`src/rtl/segment_skid_reg_if.sv`:
```
// rtl/segment_skid_reg_if.sv - valid/ready stream link carrying a ctrl + data pipeline entry
//
// Signals:
//   valid - entry present (driven by the producer)
//   ready - consumer can take the entry this cycle
//   ctrl  - control payload (write enables, flags, destination register)
//   data  - datapath payload
// Modports:
//   master - producer side (drives valid/ctrl/data, samples ready)
//   slave  - consumer side (samples valid/ctrl/data, drives ready)
interface segment_skid_reg_if #(
    parameter int DATA_W = 64,
    parameter int CTRL_W = 16
);
    logic              valid;
    logic              ready;
    logic [CTRL_W-1:0] ctrl;
    logic [DATA_W-1:0] data;

    modport master (
        output valid,
        output ctrl,
        output data,
        input  ready
    );

    modport slave (
        input  valid,
        input  ctrl,
        input  data,
        output ready
    );
endinterface

```
`src/rtl/segment_skid_reg.sv`:
```
// rtl/segment_skid_reg.sv - pipeline segment register with 2-entry skid, flush and stall counter
//
// Ports:
//   clk           - pipeline clock; state updates on the falling edge
//   rst           - asynchronous active-high reset
//   flush         - synchronous squash of all held entries (beats accept/release)
//   up            - upstream link (slave): in_valid/in_ready/in_ctrl/in_data
//   dn            - downstream link (master): out_valid/out_ready/out_ctrl/out_data
//   occupancy     - held entries: 0, 1 or 2
//   stall_cnt_clr - synchronous clear of the stall counter
//   stall_cnt     - saturating count of edges with out_valid=1 and out_ready=0
module segment_skid_reg #(
    parameter int DATA_W = 64,
    parameter int CTRL_W = 16,
    parameter int CNT_W  = 16
) (
    input  logic                 clk,
    input  logic                 rst,
    input  logic                 flush,
    segment_skid_reg_if.slave    up,
    segment_skid_reg_if.master   dn,
    output logic [1:0]           occupancy,
    input  logic                 stall_cnt_clr,
    output logic [CNT_W-1:0]     stall_cnt
);

    typedef enum logic [1:0] {
        EMPTY = 2'd0,
        ONE   = 2'd1,
        FULL  = 2'd2
    } state_t;

    state_t            state_q;
    logic [CTRL_W-1:0] main_ctrl_q;
    logic [DATA_W-1:0] main_data_q;
    logic [CTRL_W-1:0] skid_ctrl_q;
    logic [DATA_W-1:0] skid_data_q;
    logic [CNT_W-1:0]  stall_cnt_q;

    logic out_valid;
    logic accept;
    logic release_e;

    // in_ready decodes registered state only, so a downstream stall never
    // ripples combinationally back into the upstream stage.
    assign out_valid = (state_q != EMPTY);
    assign up.ready  = !rst && (state_q != FULL);
    assign accept    = up.valid && up.ready;
    assign release_e = out_valid && dn.ready;

    // Bubbles are zeroed so a squashed slot never carries write enables.
    assign dn.valid  = out_valid;
    assign dn.ctrl   = out_valid ? main_ctrl_q : '0;
    assign dn.data   = out_valid ? main_data_q : '0;
    assign occupancy = state_q;
    assign stall_cnt = stall_cnt_q;

    always_ff @(negedge clk or posedge rst) begin
        if (rst) begin
            state_q     <= EMPTY;
            main_ctrl_q <= '0;
            main_data_q <= '0;
            skid_ctrl_q <= '0;
            skid_data_q <= '0;
        end else if (flush) begin
            state_q     <= EMPTY;
            main_ctrl_q <= '0;
            main_data_q <= '0;
            skid_ctrl_q <= '0;
            skid_data_q <= '0;
        end else begin
            case (state_q)
                EMPTY: begin
                    if (accept) begin
                        main_ctrl_q <= up.ctrl;
                        main_data_q <= up.data;
                        state_q     <= ONE;
                    end
                end
                ONE: begin
                    if (accept && release_e) begin
                        main_ctrl_q <= up.ctrl;
                        main_data_q <= up.data;
                    end else if (accept) begin
                        skid_ctrl_q <= up.ctrl;
                        skid_data_q <= up.data;
                        state_q     <= FULL;
                    end else if (release_e) begin
                        main_ctrl_q <= '0;
                        main_data_q <= '0;
                        state_q     <= EMPTY;
                    end
                end
                FULL: begin
                    // in_ready is low here, so only a release can occur.
                    if (release_e) begin
                        main_ctrl_q <= skid_ctrl_q;
                        main_data_q <= skid_data_q;
                        skid_ctrl_q <= '0;
                        skid_data_q <= '0;
                        state_q     <= ONE;
                    end
                end
                default: begin
                    state_q <= EMPTY;
                end
            endcase
        end
    end

    // Flush deliberately leaves the counter alone; only clear/reset zero it.
    always_ff @(negedge clk or posedge rst) begin
        if (rst) begin
            stall_cnt_q <= '0;
        end else if (stall_cnt_clr) begin
            stall_cnt_q <= '0;
        end else if (out_valid && !dn.ready && (stall_cnt_q != {CNT_W{1'b1}})) begin
            stall_cnt_q <= stall_cnt_q + {{(CNT_W-1){1'b0}}, 1'b1};
        end
    end

endmodule

```
`src/flat_wrapper.sv`:
```
// flat-port wrapper written by rule: the top's interface ports become plain ports
module segment_skid_reg_flat 
#(
    parameter int DATA_W = 64,
    parameter int CTRL_W = 16,
    parameter int CNT_W  = 16
)
  (clk, rst, flush, occupancy, stall_cnt_clr, stall_cnt, up_valid, up_ctrl, up_data, up_ready, dn_valid, dn_ctrl, dn_data, dn_ready);
  segment_skid_reg_if #(.DATA_W(DATA_W), .CTRL_W(CTRL_W)) up_i ();
  segment_skid_reg_if #(.DATA_W(DATA_W), .CTRL_W(CTRL_W)) dn_i ();
  input  logic clk;
  input  logic rst;
  input  logic flush;
  output logic [1:0] occupancy;
  input  logic stall_cnt_clr;
  output logic [CNT_W-1:0] stall_cnt;
  input wire logic [$bits(up_i.valid)-1:0] up_valid;
  input wire logic [$bits(up_i.ctrl)-1:0] up_ctrl;
  input wire logic [$bits(up_i.data)-1:0] up_data;
  output wire logic [$bits(up_i.ready)-1:0] up_ready;
  output wire logic [$bits(dn_i.valid)-1:0] dn_valid;
  output wire logic [$bits(dn_i.ctrl)-1:0] dn_ctrl;
  output wire logic [$bits(dn_i.data)-1:0] dn_data;
  input wire logic [$bits(dn_i.ready)-1:0] dn_ready;
  assign up_i.valid = up_valid;
  assign up_i.ctrl = up_ctrl;
  assign up_i.data = up_data;
  assign up_ready = up_i.ready;
  assign dn_valid = dn_i.valid;
  assign dn_ctrl = dn_i.ctrl;
  assign dn_data = dn_i.data;
  assign dn_i.ready = dn_ready;
  segment_skid_reg #(.DATA_W(DATA_W), .CTRL_W(CTRL_W), .CNT_W(CNT_W)) u_core (.clk(clk), .rst(rst), .flush(flush), .up(up_i), .dn(dn_i), .occupancy(occupancy), .stall_cnt_clr(stall_cnt_clr), .stall_cnt(stall_cnt));
endmodule
```
`config.mk`:
```
export PLATFORM = sky130hd
export DESIGN_NAME = segment_skid_reg_flat
export DESIGN_NICKNAME = d
export VERILOG_FILES = /design/src/rtl/segment_skid_reg_if.sv /design/src/rtl/segment_skid_reg.sv /design/src/flat_wrapper.sv
export SDC_FILE = /design/constraint.sdc
export NUM_CORES = 1
export LEC_CHECK = 0
export ABC_AREA = 1
export BUFFER_PORTS_ARGS = -buffer_cell sky130_fd_sc_hd__buf_2
export CORE_UTILIZATION = 45
export DETAILED_ROUTE_END_ITERATION = 7
export PLACE_DENSITY = 0.72
export SYNTH_ARGS = -nofsm -noshare
export SYNTH_HDL_FRONTEND = slang
export SYNTH_SLANG_ARGS = --single-unit
```
`constraint.sdc`:
```
create_clock -name clk -period 7.45 [get_ports clk]
set_input_delay 0.3725 -clock clk [delete_from_list [all_inputs] [get_ports clk]]
set_output_delay 0.3725 -clock clk [all_outputs]
set_load 0.05 [all_outputs]
```
==> out/metrics.cfg, run 1 <==
[outcome]
outcome = finished, final reports clean

[cells_and_area]
n_antenna_cell = 0
drive_gt1_share_pct = 15.9
post_layout_nonfiller_instances = 1726
register_area_um2 = 4450
final_nets = 1539
area_delta_synth_final_pct = 19.0
multi_input_area_um2 = 3890
layout_common_cells = 709 x sky130_fd_sc_hd__nand2_1, 185 x sky130_fd_sc_hd__buf_2, 178 x sky130_fd_sc_hd__dfrtn_1
layout_commonest_cell = sky130_fd_sc_hd__nand2_1
filler_cell_count = 1896

[critical_path]
timing_worst_setup_path_type = reg -> out
start_kind = flop
setup.worst_path.end_class = output port
required_ns = 7.08
worst_ep_arrival_time_ns = 5.90
cp_max_fo = 84

[global_routing]
number_of_global_route_vias_before_repair = 7375
overflow = 0
grt_usage_pct = 22.4
antenna_found_initial = 0
grt_max_degree = 179
first_pass_grt_wire_length_um = 36300

[die]
die_w_um = 144
starting_utilization_of_the_core_area_pct = 46.2
rows = 51
die_h_um = 144
io-pin-count = 186
dieArea_um2 = 20600
floorplan.core_area_um2 = 19500

[timing]
setup_total_negative_slack_ns = 0
finClkSkew_ns = 0.00580
rsz0062_at_grt = no
maxSlewHeadroom_pct = 36.2
tightest_slew_ns = 0.957
setup_viol = 0
hold_viol_final = 0
finalMaxSlewViolations = 0
final.setup.worst_slack_ns = 1.18

[power_and_ir_drop]
leakage_nw = 6.00
total_power_density_per_cell_area_nw_per_um2 = 376
peakVddDrop_mv = 0.221
power.total_mw = 4.03

[logic_synthesis]
synth-adder-area-share_pct = 0.693
synthCells = 1306
synth_area_leader_cell = sky130_fd_sc_hd__dfrtn_1
synth.yosys.seq_area_share_pct = 49.4
synth.cell_area_um2 = 9020
synthesis.area_per_instance_um2 = 6.91
largest_family_of_logic_cells_by_synthesized_area = simple AND/OR/NAND/NOR gates
synth-xor-area-share_pct = 0.485
yosys-mux-area-fraction_pct = 0
synth_top_cell_area_share_pct = 49.4
synthTopCellsByArea = sky130_fd_sc_hd__dfrtn_1 49%, sky130_fd_sc_hd__nand2_1 30%, sky130_fd_sc_hd__o21ai_0 4.7%, sky130_fd_sc_hd__nor2_1 4.7%, sky130_fd_sc_hd__inv_1 4.2%
post_synth_num_cell_types = 23
ys_warn_count = 0
synth_compound_gate_area_share_pct = 4.92
synth_fp_nets = 1397
postSynthRegisterBits = 178
synthSimpleGateAreaFrac_pct = 36.7

[clock_tree]
clock-sinks = 178
clk_pin_slew_worst_paths_ns = 0.05
cts_setup_buffers = 0
cts-buffers-inserted = 17
post_cts_hold_buffer_count = 0
cts-root-buf = sky130_fd_sc_hd__clkbuf_16
worst_skew_pair.late_latency_ns = 0.40
cts.repair.resized = 0
tritoncts = done
cts_max_path_buffers = 2
cts-htree-levels = 4

[placed_design]
dp_slack_ns = 1.48
post-dp-hpwl_um = 13600
routabilityCongestion = 0.851
numPlacedInstances = 1694
buffer_ports.inserted = 185

[routing]
first_pass_iters = 6
drt_first_iter_violations = 523
detail_route.drc_violations = 0
drt_wl_total_um = 21900
final_antenna_net_count = 0
routed_wire_length_per_instance_um = 12.7
viasPerCell = 4.74
detailroute.via_count = 8185

[job]
maxCapViolCount = 0

[worst_hold_path]
min-delay-path-class = reg -> reg

[worst max-delay path, cell delays in order (launching register included)]
cell                      delay [ns]
sky130_fd_sc_hd__dfrtn_1        0.39
sky130_fd_sc_hd__inv_1          0.14
sky130_fd_sc_hd__ha_4           0.77
sky130_fd_sc_hd__nor2_1         0.19
sky130_fd_sc_hd__buf_2          0.27
[area by class of cell]
class,count,share of cell area [%]
clock buffer,21,4.29
clock inverter,11,1.64
inverter,103,3.64
multi-input combinational,955,36.2
sequential,178,41.5
tap,265,3.09
timing repair buffer,193,9.65
[synth_stat cells, drive strengths merged]
library cell,n
a21oi,1
buf,33
clkbuf,37
dfrtn,178
ha,5
inv,103
nand2,710
nand3,16
nand3b,1
nand4,14
nor2,113
nor3,2
o21ai,85
o21bai,1
o22ai,1
or2,1
xor2,5
[state kept, by name (all words and copies together), names as in the netlist]
name	count
u_core.stall_cnt	16
u_core.skid_data_q	64
u_core.skid_ctrl_q	16
u_core.main_data_q	64
u_core.occupancy	2
u_core.main_ctrl_q	16
[report_power, final]
part | switching [mW] | total [mW] | internal [mW]
Combinational | 1.17 | 1.55 | 0.388
Sequential | 0.186 | 1.51 | 1.33
Clock | 0.382 | 0.966 | 0.583
Total | 1.73 | 4.03 | 2.30
[per-stage QoR]
| stage | hold slack [ns] | instance area, µm² | util [%] |
|---|---|---|---|
| floorplan | 0.409 | 9030 | - |
| global placement | 0.422 | 10100 | 51.7 |
| detailed placement | 0.425 | 10100 | 51.7 |
| CTS | 0.428 | 10700 | 55.0 |
| global route | 0.441 | 10700 | 55.0 |
| finish | 0.424 | 10700 | 55.0 |
[metal layers]
| layer | global-route usage [%] | vias to the layer above | wire [µm] |
|---|---|---|---|
| met4 | 5.88 | 0 | 248 |
| met3 | 4.63 | 24 | 1300 |
| met5 | 0 | - | 0 |
| met2 | 35.8 | 220 | 10100 |
| met1 | 30.9 | 3744 | 10300 |
| li1 | - | 4197 | - |
[kinds of logic (layout without fill, tap and decap cells)]
logic type               count (synthesis)  after routing
XOR/XNOR                                 5              5
buffers and inverters                  173            328
adder cells (fa/ha/maj)                  5              5
flip-flops                             178            178
AND/OR/NAND/NOR                        857            857
AO/OA/AOI/OAI                           88             88
[final timing paths]
kind	slack (ns)	to	start	cells after the start
worst min register to register	0.42	u_core.main_data_q[57]$_DFFE_NP0P_	u_core.main_data_q[57]$_DFFE_NP0P_	2
worst min-delay path	0.42	u_core.main_data_q[57]$_DFFE_NP0P_	u_core.main_data_q[57]$_DFFE_NP0P_	2
min in group asynchronous	3.86	u_core.main_data_q[60]$_DFFE_NP0P_	rst	3
worst max-delay path	1.18	dn_data[40]	u_core.occupancy[0]$_DFFE_NP0P_	4
worst max register to register	4.45	u_core.skid_data_q[50]$_DFFE_NP0P_	u_core.occupancy[0]$_DFFE_NP0P_	8
max in group asynchronous	2.86	u_core.stall_cnt[8]$_DFFE_NP0P_	rst	3
No activity file was read; power rests on OpenSTA's default activity.
==> run 2, diff against run 1 <==
==> constraint.sdc (replaced) <==
create_clock -name clk -period 6.25 [get_ports clk]
set_input_delay 0.3125 -clock clk [delete_from_list [all_inputs] [get_ports clk]]
set_output_delay 0.3125 -clock clk [all_outputs]
set_load 0.05 [all_outputs]
==> run 2 against run 1 <==
- core utilization fell by 0.43 points
- worst hold slack improved by 0.0017 ns
- first-iteration DRC count rose by 7.6%
- largest cell class unchanged
==> out/metrics.cfg, run 2 (synthesis gave the netlist of run 1 again) <==
[die]
io-pin-count = 186  ; unchanged
die_h_um = 144  ; unchanged
rows = 51  ; unchanged
starting_utilization_of_the_core_area_pct = 46.2  ; unchanged
die_w_um = 144  ; unchanged
dieArea_um2 = 20600  ; unchanged
floorplan.core_area_um2 = 19500  ; unchanged

[clock_tree]
post_cts_hold_buffer_count = 0  ; unchanged
clock-sinks = 178  ; unchanged
tritoncts = done
cts-buffers-inserted = 17  ; unchanged
clk_pin_slew_worst_paths_ns = 0.05  ; about the same
cts_max_path_buffers = 2  ; unchanged
worst_skew_pair.late_latency_ns = 0.40  ; about the same
cts.repair.resized = 0  ; unchanged
cts-htree-levels = 4  ; unchanged
cts-root-buf = sky130_fd_sc_hd__clkbuf_16
cts_setup_buffers = 0  ; unchanged

[power_and_ir_drop]
total_power_density_per_cell_area_nw_per_um2 = 438  ; +17%
switchingPower_mw = 2.08  ; +20%
power.share.combinational_pct = 40.0  ; +1.5 points
leakage_nw = 5.96  ; -0.61%
clock_power_share_pct = 21.2  ; -2.8 points
internal_power_mw = 2.59  ; +13%
power.share.switching_pct = 44.5  ; +1.5 points
share_seq_of_total_power_pct = 38.7  ; +1.2 points
peakVddDrop_mv = 0.313  ; +42%

[timing]
rsz0062_at_grt = no
finalMaxSlewViolations = 0  ; unchanged
finClkSkew_ns = 0.00637  ; +0.000570 ns
setup_viol = 0  ; unchanged
tightest_slew_ns = 0.954  ; -0.00368 ns
setup_total_negative_slack_ns = 0  ; unchanged
maxSlewHeadroom_pct = 36.4  ; +0.25 points
hold_viol_final = 0  ; unchanged

[cells_and_area]
register_area_um2 = 4450  ; unchanged
layout_commonest_cell = sky130_fd_sc_hd__nand2_1
largest_registers_in_the_final_layout = u_core.main_data_q: 64 flops, u_core.skid_data_q: 64 flops
post_layout_nonfiller_instances = 1728  ; +0.12%
n_antenna_cell = 0  ; unchanged
filler_cell_count = 1918  ; +1.2%
final_nets = 1542  ; +0.19%
multi_input_area_um2 = 3890  ; unchanged
drive_gt1_share_pct = 16.1  ; +0.11 points
layout_common_cells = 709 x sky130_fd_sc_hd__nand2_1, 185 x sky130_fd_sc_hd__buf_2, 178 x sky130_fd_sc_hd__dfrtn_1
area_delta_synth_final_pct = 18.1

[global_routing]
first_pass_grt_wire_length_um = 37000  ; +1.9%
grt_usage_pct = 22.8  ; +0.41 points
number_of_global_route_vias_before_repair = 7485  ; +1.5%
antenna_found_initial = 0  ; unchanged
grt_max_degree = 179  ; unchanged
overflow = 0  ; unchanged

[critical_path]
reg2regPathDepth = 9  ; +1
cp_max_fo = 84  ; unchanged
timing.critical_path.buf_inv = 2  ; unchanged
timing_worst_setup_path_type = reg -> out
worstSetupPathDepth = 4  ; unchanged
worst_ep_arrival_time_ns = 5.32  ; -0.58 ns
required_ns = 5.94  ; -1.14 ns
cp_slowest_cell = sky130_fd_sc_hd__ha_4
timing.critical_path.cells = inv_1 > ha_4 > nor2_1 > buf_2
start_kind = flop
setup.worst_path.end_class = output port
critPathMaxStageDelay_ns = 0.78  ; about the same
timing.critical_path.max_delay_family = adder cells

[routing]
detail_route.drc_violations = 0  ; unchanged
routed_wire_length_per_instance_um = 13.0  ; +2.3%
final_antenna_net_count = 0  ; unchanged
viasPerCell = 4.79  ; +0.98%
wl_met3_um = 1350  ; +4.2%
wl_met1_um = 10600  ; +2.9%
drt_first_iter_violations = 563  ; +7.6%
highest_layer = met4
detailroute.via_count = 8275  ; +1.1%
first_pass_iters = 5  ; -1
met2WireLength_um = 10200  ; +1.2%
drt_wl_total_um = 22400  ; +2.4%

[outcome]
outcome = finished, final reports clean

[worst_hold_path]
min-delay-path-class = reg -> reg
hold_depth = 2  ; unchanged

[placed_design]
routabilityCongestion = 0.880  ; +3.4%
post-dp-hpwl_um = 13700  ; +0.68%
numPlacedInstances = 1697  ; +0.18%
buffer_ports.inserted = 185  ; unchanged

[job]
maxCapViolCount = 0  ; unchanged

==> run 2: power groups by stage <==
stage	logic (mW)	clock network, mW	registers (mW)
2_1_floorplan	1.44	0	1.78
3_3_place_gp	1.86	0	1.81
3_5_place_dp	1.89	0	1.81
4_1_cts	1.89	1.01	1.81
5_1_grt	2.11	1.05	1.85
6_report	1.87	0.991	1.81
==> run 2: area by class of cell <==
type	count	area share (%)
well taps	265	3.11
flip-flops and latches	178	41.8
repair buffers	196	9.82
clock inverters	8	0.517
inverters	103	3.66
multi-input cells	955	36.5
clock buffers	23	4.58
==> run 2: worst register-to-register path: stages (launching register included) <==
cell                      delay [ns]
sky130_fd_sc_hd__dfrtn_1        0.39
sky130_fd_sc_hd__inv_1          0.14
sky130_fd_sc_hd__ha_4           0.78
sky130_fd_sc_hd__inv_2          0.10
sky130_fd_sc_hd__nand2_1        0.17
sky130_fd_sc_hd__nand3_1        0.22
sky130_fd_sc_hd__nand4_4        0.41
sky130_fd_sc_hd__buf_4          0.62
sky130_fd_sc_hd__nand2_1        0.17
sky130_fd_sc_hd__nand2_1        0.10
==> run 2: metrics by stage <==
stage	setup WS (ns)	utilization (%)	hold WS [ns]	power [mW]	cell area, µm²
after floorplan	0.635	-	0.409	3.22	9030
after CTS	0.609	54.6	0.429	4.71	10700
after global placement	1.02	51.8	0.422	3.67	10100
final	0.616	54.6	0.425	4.67	10700
after global routing	0.467	54.6	0.436	5.01	10700
after detailed placement	0.921	51.8	0.425	3.70	10100
==> run 2: path summary, 6_finish.rpt <==
| check | from | end | slack (ns) |
|---|---|---|---|
| worst max-delay path | u_core.occupancy[0]$_DFFE_NP0P_ | dn_data[40] | 0.62 |
| worst min-delay path | u_core.main_data_q[54]$_DFFE_NP0P_ | u_core.main_data_q[54]$_DFFE_NP0P_ | 0.43 |
| worst max register to register | u_core.occupancy[0]$_DFFE_NP0P_ | u_core.main_data_q[41]$_DFFE_NP0P_ | 3.20 |
| worst min register to register | u_core.main_data_q[54]$_DFFE_NP0P_ | u_core.main_data_q[54]$_DFFE_NP0P_ | 0.43 |
| max in group asynchronous | rst | u_core.main_data_q[38]$_DFFE_NP0P_ | 2.29 |
| min in group asynchronous | rst | u_core.main_ctrl_q[12]$_DFFE_NP0P_ | 3.24 |
==> run 2: metal layers <==
metal / vias to the layer above / GRT usage, %
met1: 3798 / 31.9
met2: 243 / 36.0
met4: 0 / 7.11
met3: 25 / 4.13
met5: - / 0
li1: 4209 / -
